`src/rtl/dw_mult_pipe_hs.sv`:
```
// N-stage pipelined multiplier with a valid/ready handshake, per-operation signed/unsigned mode,
// a sideband tag and a synchronous flush. Each stage collapses bubbles independently.
module dw_mult_pipe_hs #(
    parameter int A_width    = 8,
    parameter int B_width    = 8,
    parameter int NUM_STAGES = 2,
    parameter int TAG_width  = 4
) (
    input  logic                       CLK,
    input  logic                       RST,
    input  logic                       FLUSH,
    input  logic                       in_valid,
    output logic                       in_ready,
    input  logic [A_width-1:0]         A,
    input  logic [B_width-1:0]         B,
    input  logic                       TC,
    input  logic [TAG_width-1:0]       in_tag,
    output logic                       out_valid,
    input  logic                       out_ready,
    output logic [A_width+B_width-1:0] PRODUCT,
    output logic [TAG_width-1:0]       out_tag
);
    localparam int P_W = A_width + B_width;

    logic [P_W-1:0] w_a_ext;
    logic [P_W-1:0] w_b_ext;
    logic [P_W-1:0] w_prod_in;

    // Extending both operands to the full product width makes the truncated
    // product correct for both the unsigned and the two's complement case.
    assign w_a_ext   = {{B_width{TC & A[A_width-1]}}, A};
    assign w_b_ext   = {{A_width{TC & B[B_width-1]}}, B};
    assign w_prod_in = w_a_ext * w_b_ext;

    // Index 0 is the input port; index k is the content of stage k.
    logic [NUM_STAGES:0]  w_valid;
    logic [NUM_STAGES:1]  w_rdy;
    logic [P_W-1:0]       w_prod [0:NUM_STAGES];
    logic [TAG_width-1:0] w_tag  [0:NUM_STAGES];

    assign w_valid[0] = in_valid;
    assign w_prod[0]  = w_prod_in;
    assign w_tag[0]   = in_tag;

    genvar gi;
    generate
        for (gi = 1; gi <= NUM_STAGES; gi++) begin : g_stage
            logic                 r_valid;
            logic [P_W-1:0]       r_prod;
            logic [TAG_width-1:0] r_tag;

            // A stage can load when the output drains or any stage from here
            // to the output holds a bubble; flattened to avoid a ripple chain.
            assign w_rdy[gi] = out_ready | ~(&w_valid[NUM_STAGES:gi]);

            always_ff @(posedge CLK) begin
                if (RST || FLUSH) begin
                    r_valid <= 1'b0;
                    r_prod  <= '0;
                    r_tag   <= '0;
                end else if (w_rdy[gi]) begin
                    r_valid <= w_valid[gi-1];
                    if (w_valid[gi-1]) begin
                        r_prod <= w_prod[gi-1];
                        r_tag  <= w_tag[gi-1];
                    end
                end
            end

            assign w_valid[gi] = r_valid;
            assign w_prod[gi]  = r_prod;
            assign w_tag[gi]   = r_tag;
        end
    endgenerate

    assign in_ready  = w_rdy[1];
    assign out_valid = w_valid[NUM_STAGES];
    assign PRODUCT   = w_prod[NUM_STAGES];
    assign out_tag   = w_tag[NUM_STAGES];

endmodule

```
`config.mk`:
```
export PLATFORM = sky130hd
export DESIGN_NAME = dw_mult_pipe_hs
export DESIGN_NICKNAME = d
export VERILOG_FILES = /design/src/rtl/dw_mult_pipe_hs.sv
export SDC_FILE = /design/constraint.sdc
export NUM_CORES = 1
export LEC_CHECK = 0
export ABC_AREA = 1
export CAP_MARGIN = 20
export CELL_PAD_IN_SITES_DETAIL_PLACEMENT = 0
export CELL_PAD_IN_SITES_GLOBAL_PLACEMENT = 1
export CORE_ASPECT_RATIO = 1.4
export CORE_MARGIN = 1
export CORE_UTILIZATION = 43
export CTS_CLUSTER_SIZE = 28
export DETAILED_ROUTE_END_ITERATION = 8
export GPL_TIMING_DRIVEN = 0
export PLACE_DENSITY_LB_ADDON = 0.25
export SYNTH_ARGS = -nofsm -noshare
export SYNTH_HDL_FRONTEND = slang
export SYNTH_SLANG_ARGS = --single-unit
```
`constraint.sdc`:
```
create_clock -name CLK -period 5.8 [get_ports CLK]
set_input_delay 0.87 -clock CLK [delete_from_list [all_inputs] [get_ports CLK]]
set_output_delay 0.87 -clock CLK [all_outputs]
set_load 0.005 [all_outputs]
```
==> run_results.csv <==
group,metric,value,unit
place,port_buffers,32,
clock_tree,hold_buffers,0,
hold_path,hold_class,"flop to flop",
route,route.vias.total,3768,
place,gp_congestion,0.801,
layout,syn2layout_area_growth,15.4,%
flow_run,maxCapViolations,0,
layout,diodes,0,
critical_path,cpPeakStageDelay,0.58,ns
timing,drv_slew,0,
die,die_area,11100,µm²
clock_tree,root_buffer,"clkbuf_16",
synth,synth_xor_area_frac,0.00955,
timing,setup_viol_count_final,0,
critical_path,r2r_setup_slack,4.49,ns
power_and_ir_drop,power,1.78,mW
clock_tree,cts-buffers-inserted,5,
synth,synth_compound_area_frac,0.0584,
layout,instances_no_fill,815,
hold_path,hold_start,"g_stage[1].r_prod[10]",
critical_path,startpoint,"TC",
critical_path,cp-endpoint,"g_stage[1].r_prod[15]",
synth,synth_area_leaders,"fa_1, dfxtp_1, nand2_1, inv_1, ha_1",
timing,period_minus_slack,5.52,ns
route,drc,0,
critical_path,path_delay_family,"adder cells",
synth,synth.top_cell.area_share,0.275,
die,dieHeight,124,µm
synth,seq_area_frac_synth,0.183,
route,drt_iter0_drc,116,
timing,final_hold_viol_count,0,
die,die_w,89.3,µm
global_route,met3_usage,0.0153,
layout,drive_above_1_share,0.0473,
die,num_rows,44,
global_route,grt_pass1_vias,3903,
global_route,grt_usage,0.197,
global_route,antenna_found_initial,0,
timing,worst_slew_pin_slew,0.497,ns
critical_path,critPathRequiredTime,5.99,ns
route,antenna_left,0,
route,via_per_inst,4.62,
route,wl,9740,µm
synth,yosysMostFrequentCell,"nand2_1",
global_route,grt_first_pass_wirelength,17300,µm
clock_tree,cts.sinks,42,
timing,fin_crit_sh,0.951,
synth,yosys.area_share.simple,0.227,
global_route,use_met2,0.379,
synth,ys_warn_count,0,
synth,muxShareOfSynthArea,0,
run_status,outcome,"finished, final reports clean",
die,core,10300,µm²
clock_tree,clk_pin_slew,0.06,ns
synth,yosys.area_share.adder,0.365,
synth,synth_top_family_by_area,"adder cells",
synth,netlist_instances,637,
route,first_pass_iters,4,
critical_path,crit_top_cell,"fa_1",
synth,yosysUniqueCellTypes,27,
critical_path,worst_r2r_path_depth,7,
global_route,grt_overflow,0,
clock_tree,clock_latency,0.28,ns
synth,synth_top_cells_by_count,"nand2_1, inv_1, fa_1",
clock_tree,htreeDepth,2,
critical_path,reg2reg_to,"g_stage[1].r_prod[11]",
clock_tree,cts_tree,"yes",
place,numPlacedInstances,807,
die,start_util,0.443,
critical_path,cp.arrival,5.71,ns
synth,synth_area_per_cell,7.20,µm²
route,post_drt_wl_per_cell,11.9,µm
power_and_ir_drop,power.density,337,nW/µm²
power_and_ir_drop,p_leak,2.87,nW
layout,fill_cells,1062,
critical_path,end_kind,"flop",
synth,synth_nets,759,
timing,slew_headroom,0.669,
global_route,busiest_layer,"met2",
timing,worst_clock_skew,0.00545,ns
critical_path,startpoint_type,"input port",
synth,synth_top_flop_cell,"dfxtp_1",
synth,syn_area,4590,µm²
critical_path,critical_path_peak_fanout,8,
layout,nets,799,
clock_tree,clock_path_buffers,2,
critical_path,path_buf_inv,5,
critical_path,worstReg2RegStart,"out_valid",
critical_path,critPathSlowestCell,"clkdlybuf4s50_1",
power_and_ir_drop,irDropWorstVdd,0.138,mV
timing,max_freq,181,MHz
critical_path,cp.depth,20,
critical_path,path_cells,"clkdlybuf4s50_1 -> nand2_4 -> or2_2 -> fa_1 -> fa_1 -> inv_1 -> fa_1 -> fa_1 -> inv_1 -> fa_1 -> inv_1 -> ha_4 -> a21oi_2 -> o21ai_0 -> nand2_1 -> nand3b_1 -> nand3_1 -> nand3_1 -> nand2_1 -> inv_1",
critical_path,crit_type,"input port to flop",
global_route,grt_max_degree,13,
synth,async_reset_ff_frac,0,
place,post-dp-hpwl,8230,µm
die,io_pins,48,
synth,synth_edf_count,0,
synth,synth_seq_cells,42,
synth,synth_top_area_cell,"fa_1",
global_route,grt_use_met1,0.221,
report_power, final:
group          internal, mW  switching (mW)
Clock                 0.212           0.103
Combinational         0.443           0.707
Sequential            0.308         0.00975
Total                 0.963           0.821
registers in the layout, indices dropped and copies added, names as in the netlist:
name and count:
out_valid 1, g_stage.r_valid 1, out_tag 4, PRODUCT 16
g_stage.r_tag 4, g_stage.r_prod 16
how the worst min path moves through the flow:
stage / end / slack, ns / depth (start not counted)
floorplan: g_stage[1].r_tag[3] / 0.44 / 2
global placement: g_stage[1].r_tag[1] / 0.45 / 2
detailed placement: PRODUCT[11] / 0.45 / 2
CTS: PRODUCT[10] / 0.46 / 2
global route: PRODUCT[10] / 0.47 / 2
finish: PRODUCT[10] / 0.45 / 2
what timing repair did:
item	4_1_cts	5_1_grt
setup buffers	0	1
resized for setup	2	8
setup endpoints to repair	4	5
routing by layer:
metal | routed length (µm) | up-vias | part of all wire
met5 | 0 | - | 0
met4 | 243 | 0 | 0.025
met3 | 237 | 17 | 0.024
met2 | 5360 | 60 | 0.55
met1 | 3900 | 1760 | 0.40
li1 | - | 1931 | -
cell type report:
class	count	area (µm²)	area share
repair buffers	33	328	0.0619
clock inverters	1	30.0	0.00567
plain buffers	28	139	0.0262
multi-input cells	411	3060	0.578
clock buffers	6	139	0.0262
well taps	138	173	0.0326
flip-flops and latches	42	841	0.159
inverters	156	586	0.111
cell families after synthesis:
logic type / Yosys count
xor+xnor: 5
buf+inv: 184
flops: 42
simple gates: 259
fa+ha+maj: 96
compound gates: 51
worst reg2reg max path: cells and delay by family (launching register included):
family / cells / cell delay (ns)
AND/OR/NAND/NOR: 3 / 0.39
AO/OA/AOI/OAI: 1 / 0.13
flip-flops: 1 / 0.31
buffers and inverters: 3 / 0.37
metrics by stage:
stage	util	TNS [ns]	cell area [µm²]	hold WS, ns	setup WS, ns
after floorplan	-	0	4590	0.439	0.518
after global placement	0.491	-1.81	5080	0.447	-0.463
after detailed placement	0.491	-2.04	5080	0.453	-0.496
after CTS	0.508	0	5260	0.460	0.00442
after global routing	0.511	-0.00220	5290	0.469	-0.00220
final	0.511	0	5290	0.455	0.282
layout by cell type (no fill, tap or decap):
| cell | count |
|---|---|
| buf_2 | 3 |
| buf_4 | 3 |
| ha_1 | 32 |
| nand2_4 | 1 |
| a21oi_1 | 36 |
| o21ai_1 | 3 |
| nand4_1 | 3 |
| clkbuf_1 | 20 |
| nor2_1 | 32 |
| clkdlybuf4s50_1 | 32 |
| o21bai_1 | 1 |
| a31oi_1 | 1 |
| bufinv_16 | 1 |
| inv_1 | 154 |
| or2_2 | 4 |
| dfxtp_1 | 42 |
| nand2_1 | 194 |
| buf_6 | 3 |
| clkbuf_16 | 5 |
| nor2_2 | 2 |
| o21ai_2 | 1 |
| o21ai_0 | 5 |
| nor3_2 | 1 |
| nand3_2 | 1 |
| clkbuf_8 | 1 |
| a211oi_1 | 2 |
| xor2_1 | 4 |
| nand3b_1 | 2 |
| a21oi_2 | 2 |
| nor2_4 | 1 |
| fa_1 | 63 |
| nand3_1 | 18 |
| inv_2 | 2 |
| ha_4 | 1 |
| xnor2_1 | 1 |
No activity file was read; power rests on OpenSTA's default activity.
